<file path="config.mk">
export PLATFORM = sky130hd
export DESIGN_NAME = fwd_hazard_unit
export DESIGN_NICKNAME = d
export VERILOG_FILES = /design/src/rtl/mips_pkg.sv /design/src/rtl/fwd_decode.sv /design/src/rtl/fwd_hazard_unit.sv
export SDC_FILE = /design/constraint.sdc
export NUM_CORES = 1
export LEC_CHECK = 0
export ABC_AREA = 0
export ABC_CLOCK_PERIOD_IN_PS = 4100
export CAP_MARGIN = 10
export CORE_MARGIN = 8
export CORE_UTILIZATION = 43
export DETAILED_ROUTE_END_ITERATION = 10
export PLACE_DENSITY = 0.85
export SLEW_MARGIN = 5
export SYNTH_ARGS = -nofsm -noshare
export SYNTH_HDL_FRONTEND = slang
export SYNTH_SLANG_ARGS = --single-unit
</file>
<file path="constraint.sdc">
create_clock -name clock -period 4.1 [get_ports clock]
set_clock_uncertainty 0.05 [all_clocks]
set_input_delay 1.23 -clock clock [delete_from_list [all_inputs] [get_ports clock]]
set_output_delay 1.23 -clock clock [all_outputs]
set_load 0.01 [all_outputs]
</file>
<file path="src/rtl/mips_pkg.sv">
// Shared MIPS pipeline constants: opcodes, EX operand-select encodings and the
// bubble instruction word, plus the forwarding-select priority function.
package mips_pkg;

    localparam logic [5:0] OP_ALU  = 6'h00;
    localparam logic [5:0] OP_LW   = 6'h23;
    localparam logic [5:0] OP_SW   = 6'h2B;
    localparam logic [5:0] OP_ADDI = 6'h08;
    localparam logic [5:0] OP_J    = 6'h02;
    localparam logic [5:0] OP_JAL  = 6'h03;

    localparam logic [31:0] NOP_WORD = 32'h0000_0000;

    typedef enum logic [1:0] {
        SEL_IDEXA = 2'b00,
        SEL_MEMWB = 2'b01,
        SEL_EXMEM = 2'b10
    } fwd_sel_t;

    // Youngest producer wins; r0 is hard-wired zero and never forwarded.
    function automatic fwd_sel_t fwd_sel(
        input logic [4:0] src,
        input logic       ex_we,
        input logic [4:0] ex_dst,
        input logic       mem_we,
        input logic [4:0] mem_dst
    );
        if (src == 5'd0)                    return SEL_IDEXA;
        else if (ex_we && ex_dst == src)    return SEL_EXMEM;
        else if (mem_we && mem_dst == src)  return SEL_MEMWB;
        else                                return SEL_IDEXA;
    endfunction

endpackage

</file>
<file path="src/rtl/fwd_decode.sv">
// Combinational instruction classifier: destination register, write/load
// flags and which source fields the instruction actually reads.
module fwd_decode
    import mips_pkg::*;
(
    input  logic [31:11] ir,
    output logic [4:0]   dst,
    output logic         we,
    output logic         ld,
    output logic         rs_used,
    output logic         rt_used
);

    always_comb begin
        dst     = '0;
        we      = 1'b0;
        ld      = 1'b0;
        rs_used = 1'b0;
        rt_used = 1'b0;
        case (ir[31:26])
            OP_ALU: begin
                dst     = ir[15:11];
                we      = 1'b1;
                rs_used = 1'b1;
                rt_used = 1'b1;
            end
            OP_LW: begin
                dst     = ir[20:16];
                we      = 1'b1;
                ld      = 1'b1;
                rs_used = 1'b1;
            end
            OP_ADDI: begin
                dst     = ir[20:16];
                we      = 1'b1;
                rs_used = 1'b1;
            end
            OP_SW: begin
                rs_used = 1'b1;
                rt_used = 1'b1;
            end
            OP_JAL: begin
                dst = 5'd31;
                we  = 1'b1;
            end
            default: ;
        endcase
    end

endmodule

</file>
<file path="src/rtl/fwd_hazard_unit.sv">
// ID-stage forwarding select generation and load-use stall, with a shadow
// EX/MEM destination pipeline kept in step with the datapath.
module fwd_hazard_unit
    import mips_pkg::*;
#(
    parameter logic [31:0] NOP_IR = NOP_WORD
) (
    input  logic        clock,
    input  logic        reset_n,
    input  logic [31:0] ifid_ir,
    input  logic        flush,
    output logic [31:0] idex_ir,
    output logic [1:0]  fa,
    output logic [1:0]  fb,
    output logic [1:0]  fs,
    output logic        stall
);

    logic [4:0] dec_dst;
    logic       dec_we, dec_ld, rs_used, rt_used;

    logic [4:0] ex_dst, mem_dst;
    logic       ex_we, ex_ld, mem_we;

    logic [5:0] op;
    logic [4:0] rs, rt;
    logic       hazard, bubble;
    fwd_sel_t   fa_d, fb_d, fs_d;

    fwd_decode u_dec (
        .ir      (ifid_ir[31:11]),
        .dst     (dec_dst),
        .we      (dec_we),
        .ld      (dec_ld),
        .rs_used (rs_used),
        .rt_used (rt_used)
    );

    always_comb begin
        op     = ifid_ir[31:26];
        rs     = ifid_ir[25:21];
        rt     = ifid_ir[20:16];
        hazard = ex_ld && (ex_dst != 5'd0) &&
                 ((rs_used && ex_dst == rs) || (rt_used && ex_dst == rt));
        // Flush outranks the load-use stall: the squashed instruction needs no wait.
        stall  = hazard && !flush;
        bubble = flush || hazard;
        fa_d   = rs_used        ? fwd_sel(rs, ex_we, ex_dst, mem_we, mem_dst) : SEL_IDEXA;
        fb_d   = (op == OP_ALU) ? fwd_sel(rt, ex_we, ex_dst, mem_we, mem_dst) : SEL_IDEXA;
        fs_d   = (op == OP_SW)  ? fwd_sel(rt, ex_we, ex_dst, mem_we, mem_dst) : SEL_IDEXA;
    end

    always_ff @(posedge clock) begin
        if (!reset_n) begin
            idex_ir <= NOP_IR;
            fa      <= '0;
            fb      <= '0;
            fs      <= '0;
            ex_dst  <= '0;
            ex_we   <= 1'b0;
            ex_ld   <= 1'b0;
            mem_dst <= '0;
            mem_we  <= 1'b0;
        end else begin
            mem_dst <= ex_dst;
            mem_we  <= ex_we;
            if (bubble) begin
                idex_ir <= NOP_IR;
                fa      <= '0;
                fb      <= '0;
                fs      <= '0;
                ex_dst  <= '0;
                ex_we   <= 1'b0;
                ex_ld   <= 1'b0;
            end else begin
                idex_ir <= ifid_ir;
                fa      <= fa_d;
                fb      <= fb_d;
                fs      <= fs_d;
                ex_dst  <= dec_dst;
                ex_we   <= dec_we;
                ex_ld   <= dec_ld;
            end
        end
    end

endmodule

</file>
==> results of run 1 <==
metal layers:
| layer | track usage (%) | vias to the layer above | part of all wire [%] |
|---|---|---|---|
| met5 | 0 | - | 0 |
| met4 | 7.72 | 0 | 2.6 |
| met3 | 6.17 | 15 | 10 |
| met2 | 27.6 | 70 | 47 |
| met1 | 17.2 | 791 | 40 |
| li1 | - | 833 | - |
layout by cell type (no fill, tap or decap), types with 6 or more instances in the layout:
cell type and n:
and2_1 8, and3_1 31, buf_4 21, clkdlybuf4s50_1 63, dfxtp_1 51, dlygate4sd2_1 7, nor3_1 12, nor4_1 6
xnor2_1 14, xor2_1 6
where the power goes:
group | switching [mW] | total, mW | leakage (nW) | internal [mW]
clock | 0.158 | 0.336 | 0.0502 | 0.178
sequential | 0.00453 | 0.513 | 0.416 | 0.508
combinational | 0.0498 | 0.123 | 0.739 | 0.0735
total | 0.212 | 0.972 | 1.21 | 0.760
cell usage after synthesis, types with 2 or more instances:
cell	instances	area [um2]
o211ai_1	2	15.0
nand3_1	5	25.0
a211o_1	2	17.5
dfxtp_1	51	1020
clkbuf_2	3	15.0
nor3_1	14	70.1
nand2_1	5	18.8
a221oi_1	5	43.8
xnor2_1	14	123
and2_1	8	50.1
nor4_1	6	37.5
clkbuf_1	3	11.3
nor2_1	6	22.5
xor2_1	6	52.6
nor2b_1	3	18.8
and3_1	31	194
repair_timing:
action                     4_1_cts  5_1_grt
hold buffers                     0        0
setup endpoints to repair        1        1
pin swaps                        5        3
gates resized for setup         18        5
buffers inserted                 3        1
area by class of cell:
| class | count | area (um2) | share of cell area (%) |
|---|---|---|---|
| multi-input combinational | 122 | 851 | 29.1 |
| sequential | 51 | 1020 | 34.9 |
| antenna | 1 | 2.50 | 0.0855 |
| timing repair buffer | 94 | 881 | 30.1 |
| clock inverter | 2 | 37.5 | 1.28 |
| clock buffer | 5 | 68.8 | 2.35 |
| tap | 52 | 65.1 | 2.22 |
worst max-delay path by stage:
stage | start | end | slack, ps | depth (start not counted)
6_report | ifid_ir[26] | stall | 100 | 8
5_1_grt | ifid_ir[28] | stall | -4 | 7
4_1_cts | ifid_ir[31] | stall | 110 | 8
3_5_place_dp | ifid_ir[27] | stall | -670 | 8
3_3_place_gp | ifid_ir[31] | stall | -670 | 8
2_1_floorplan | ifid_ir[31] | stall | 290 | 5
flip-flops by register name, summed over array words and instances (netlist names), 2 cells and up:
name,cells
ex_dst,5
fa,2
fb,2
fs,2
idex_ir,32
mem_dst,5
cells by family (layout without fill, tap and decap cells):
| group | after synthesis | count (layout) |
|---|---|---|
| compound gates | 17 | 17 |
| xor+xnor | 20 | 20 |
| buf+inv | 9 | 101 |
| flops | 51 | 51 |
| mux | 1 | 1 |
| other cells | 0 | 1 |
| simple gates | 84 | 84 |
worst min-delay path: stages, from the launching register on:
cell     delay (ps)
dfxtp_1         320
nand3_1         120
nor4b_4          60
==> flow_metrics.env, run 1 <==
export IMPL_grt_max_degree=34
export IMPL_crit_family="compound AO/OA/AOI/OAI gates"
export IMPL_final_nets=309
export IMPL_finalPower_uw=972
export IMPL_dp_slack_ps=-669
export IMPL_status="complete, no violations"
export IMPL_crit_chain="clkdlybuf4s15_1, nor3_2, buf_4, nand2_1, a2111oi_2, a22o_1, nor2b_4, buf_6"
export IMPL_wl_per_cell_um=16.6
export IMPL_cp_start_kind="primary input"
export IMPL_holdWs_ps=480
export IMPL_grt_pass1_vias=1757
export IMPL_slowest_delay_ps=370
export IMPL_arrival_ps=2720
export IMPL_ios=74
export IMPL_reg2reg_depth=5
export IMPL_r2r_start="ex_dst[1]$_SDFF_PP0_"
export IMPL_required_ps=2820
export IMPL_synth_async_reset_ratio_pct=0
export IMPL_final_util_pct=68.2
export IMPL_htree_levels=2
export IMPL_hold_start="mem_we$_SDFF_PN0_"
export IMPL_synth_seq_area_share_pct=53.9
export IMPL_drt_first_pass_iters=4
export IMPL_r2r_end="ex_we$_SDFF_PP0_"
export IMPL_die_w_um=82.4
export IMPL_fill_cells=327
export IMPL_cts_tree="built"
export IMPL_grt_pass1_wl_um=8340
export IMPL_drive_above_1_share_pct=14.2
export IMPL_syn2layout_area_growth_pct=54.4
export IMPL_post_drt_via_cell_ratio=5.23
export IMPL_period_minus_slack_ps=4000
export IMPL_cts_buffers=5
export IMPL_tns_ps=0
export IMPL_post_route_period_util_pct=97.5
export IMPL_place_congestion=0.891
export IMPL_dp_cells=315
export IMPL_num_vias=1709
export IMPL_synthMuxAreaShare_pct=0.528
export IMPL_cp_max_fo=4
export IMPL_hold_path_end="fa[0]$_SDFF_PP0_"
export IMPL_path_clk_slew_ps=80
export IMPL_yosys_area_share_simple_pct=26.4
export IMPL_powerDensity_nw_per_um2=332
export IMPL_drc=0
export IMPL_maxSlewViolCount=0
export IMPL_worstSkewPairLatency_ps=300
export IMPL_setup_viol=0
export IMPL_drt_iter0_markers=97
export IMPL_finalWirelength_um=5420
export IMPL_slowest_stage="a2111oi_2"
export IMPL_ys_flop_type="dfxtp_1"
export IMPL_fin_cells=327
export IMPL_numPortBuffers=73
export IMPL_syn_nets=217
export IMPL_timing_slew_headroom_pct=31.6
export IMPL_r2r_slack_ps=1740
export IMPL_final_antenna_net_count=0
export IMPL_worstSetupPathType="primary input to output port"
export IMPL_antenna_found_initial=1
export IMPL_whs_path_depth=2
export IMPL_synth_area_per_cell_um2=10.4
export IMPL_dieArea_um2=6790
export IMPL_maxCapViolCount=0
export IMPL_place_area_um2=2770
export IMPL_synth_top_family_by_area="simple AND/OR/NAND/NOR gates"
export IMPL_root_buffer="clkbuf_8"
export IMPL_fmax_ghz=0.250
export IMPL_clk_path_buf_depth=2
export IMPL_cts_sinks=51
export IMPL_worstMarginPinSlew_ps=1030
export IMPL_synth_seq_cells=51
export IMPL_overflow=0
export IMPL_syn_inst=182
export IMPL_setup_slack_ps=102
export IMPL_cp_buffers_inverters=3
export IMPL_yosysUniqueCellTypes=34
export IMPL_hold_viol=0
export IMPL_critPathCaptureType="output port"
export IMPL_yosys_area_share_adder_pct=0
export IMPL_fp_dieH_um=82.4
export IMPL_yosysWarnings=0
export IMPL_synth_edf_count=0
export IMPL_design_area_um2=2930
export IMPL_synth_compound_area_share_pct=7.33
export IMPL_synth_xor_area_share_pct=9.24
export IMPL_grt_usage_pct=16.2
export IMPL_num_rows=24
export IMPL_hpwl_um=4140
export IMPL_syn_area_um2=1900
export IMPL_peakVddDrop_mv=0.170
export IMPL_p_leak_nw=1.21
export IMPL_core_um2=4290
export IMPL_start_util_pct=44.1
export IMPL_hold_class="register to register"
Note: power is estimated with default switching activity, not from simulation.
==> inputs of run 2 (changes only) <==
CORE_UTILIZATION = 45   (was 43)
CTS_BUF_LIST = sky130_fd_sc_hd__clkbuf_4   (was unset)
PLACE_DENSITY = 0.88   (was 0.85)
==> run 2 against run 1 <==
Against the previous run: count of clock-buffer cells in the layout unchanged; final cell count unchanged; die area decreased by 3.6%; global-route usage rose by 0.36 points; critical path depth is 1 lower; first-iteration DRC count increased by 46%; register-to-register slack better by 100 ps; largest power group unchanged; highest routed layer unchanged.
==> flow_metrics.env, run 2 (synthesis gave the netlist of run 1 again) <==
export IMPL_post_drt_via_cell_ratio=5.35
export IMPL_slowest_delay_ps=360
export IMPL_htree_levels=2
export IMPL_fill_cells=297
export IMPL_largest_register="idex_ir"
export IMPL_cp_buffers_inverters=2
export IMPL_seq_area_um2=1020
export IMPL_dp_slack_ps=-640
export IMPL_drt_first_pass_iters=4
export IMPL_fin_cells=327
export IMPL_wl_per_cell_um=17.0
export IMPL_dieArea_um2=6540
export IMPL_cts_buffers=5
export IMPL_drive_above_1_share_pct=15.9
export IMPL_num_vias=1751
export IMPL_top_regs="idex_ir (32), ex_dst (5), mem_dst (5)"
export IMPL_core_um2=4030
export IMPL_cp_num_cells=7
export IMPL_slowest_stage="a2111oi_4"
export IMPL_layout_commonest_cell="clkdlybuf4s50_1"
export IMPL_grt_usage_pct=16.5
export IMPL_overflow=0
export IMPL_reg2reg_depth=6
export IMPL_powerDensity_nw_per_um2=296
export IMPL_final_cell_mix="clkdlybuf4s50_1 (63), dfxtp_1 (51), and3_1 (30), buf_4 (23), xnor2_1 (14)"
export IMPL_place_congestion=0.896
export IMPL_grt_pass1_wl_um=8490
export IMPL_worstMarginPinSlew_ps=664
export IMPL_die_w_um=80.9
export IMPL_fmax_ghz=0.250
export IMPL_finalWirelength_um=5570
export IMPL_worstSetupEndpoint="stall"
export IMPL_final_nets=311
export IMPL_hold_class="register to register"
export IMPL_drt_iter0_markers=142
export IMPL_hpwl_um=4060
export IMPL_worstSetupStartpoint="ifid_ir[26]"
export IMPL_grt_pass1_vias=1728
export IMPL_cp_max_fo=4
export IMPL_setup_viol=0
export IMPL_ios=74
export IMPL_worstSetupPathType="primary input to output port"
export IMPL_syn2layout_area_growth_pct=53.7
export IMPL_peakVddDrop_mv=0.190
export IMPL_worstSkewPairLatency_ps=360
export IMPL_maxSlewViolCount=0
export IMPL_drc=0
export IMPL_cp_start_kind="primary input"
export IMPL_largest_reg_flops=32
export IMPL_r2r_end="fa[1]$_SDFF_PP0_"
export IMPL_cts_tree="built"
export IMPL_grt_max_degree=34
export IMPL_multi_input_area_um2=876
export IMPL_root_buffer="clkbuf_4"
export IMPL_maxCapViolCount=0
export IMPL_timing_slew_headroom_pct=55.4
export IMPL_required_ps=2820
export IMPL_path_clk_slew_ps=150
export IMPL_postCtsHoldBufs=0
export IMPL_dp_cells=315
export IMPL_clk_path_buf_depth=2
export IMPL_fp_dieH_um=80.9
export IMPL_hold_viol=0
export IMPL_critPathCaptureType="output port"
export IMPL_num_rows=23
export IMPL_post_route_period_util_pct=97.5
export IMPL_arrival_ps=2720
export IMPL_r2r_slack_ps=1840
export IMPL_period_minus_slack_ps=4000
export IMPL_antenna_diode_count=0
export IMPL_antenna_found_initial=0
export IMPL_numPortBuffers=73
export IMPL_crit_chain="dlygate4sd2_1, nor3_2, nand2_2, a2111oi_4, a22o_1, nor2b_4, buf_6"
export IMPL_crit_family="compound AO/OA/AOI/OAI gates"
export IMPL_r2r_start="ex_dst[0]$_SDFF_PP0_"
export IMPL_status="complete, no violations"
export IMPL_setup_slack_ps=103
export IMPL_final_antenna_net_count=0
export IMPL_start_util_pct=47.0
export IMPL_cts_sinks=51
export IMPL_p_leak_nw=1.20
run 2: per-layer routing:
metal | global-route usage [%] | part of all wire (%) | vias to the layer above | wire [um]
met5 | 0 | 0 | - | 0
met1 | 20.0 | 41 | 813 | 2310
met3 | 4.53 | 8.9 | 12 | 498
met4 | 4.29 | 1.7 | 0 | 97
met2 | 28.2 | 48 | 84 | 2670
li1 | - | - | 842 | -
run 2: how the worst min path moves through the flow:
stage	startpoint	endpoint	slack [ps]	depth (start not counted)
after floorplan	ex_we$_SDFF_PP0_	fa[1]$_SDFF_PP0_	420	2
after global placement	ex_dst[3]$_SDFF_PP0_	mem_dst[3]$_SDFF_PN0_	460	1
after detailed placement	ex_we$_SDFF_PP0_	mem_we$_SDFF_PN0_	460	1
after CTS	ex_dst[3]$_SDFF_PP0_	mem_dst[3]$_SDFF_PN0_	500	1
after global routing	ex_dst[3]$_SDFF_PP0_	mem_dst[3]$_SDFF_PN0_	510	1
final	ex_dst[3]$_SDFF_PP0_	mem_dst[3]$_SDFF_PN0_	500	1
run 2: timing repair:
action,CTS,global route
setup endpoints to repair,1,1
pin swaps,6,3
endpoints found under the hold margin,0,0
gates resized for setup,19,6
buffers inserted,3,1
run 2: area by class of cell:
| type | instances | share of cell area (%) |
|---|---|---|
| Clock buffer | 5 | 1.29 |
| Clock inverter | 3 | 0.687 |
| Multi-Input combinational cell | 122 | 30.1 |
| Sequential cell | 51 | 35.0 |
| Tap cell | 50 | 2.15 |
| Timing Repair Buffer | 96 | 30.8 |
run 2: power breakdown:
group	total [mW]	internal [mW]	switching [mW]	leakage, nW
logic	0.126	0.0743	0.0517	0.755
clock network	0.224	0.0662	0.158	0.0288
registers	0.514	0.509	0.00434	0.416
run 2: per-stage QoR:
stage | instance area [um2] | setup TNS, ps | power (mW) | utilization [%] | hold slack (ps)
3_3_place_gp | 2780 | -574 | 0.644 | 69.0 | 462
6_report | 2910 | 0 | 0.864 | 72.3 | 497
3_5_place_dp | 2780 | -640 | 0.647 | 69.0 | 463
5_1_grt | 2910 | -16.4 | 0.898 | 72.3 | 506
4_1_cts | 2880 | 0 | 0.862 | 71.4 | 499
2_1_floorplan | 1900 | 0 | 0.561 | - | 417
run 2: worst register-to-register path, stage by stage, from the launching register on:
cell and delay, ps:
dfxtp_1 510, xnor2_1 170, nand3_1 180, buf_4 190, nor3_1 470, a21o_1 450
nor3_1 120
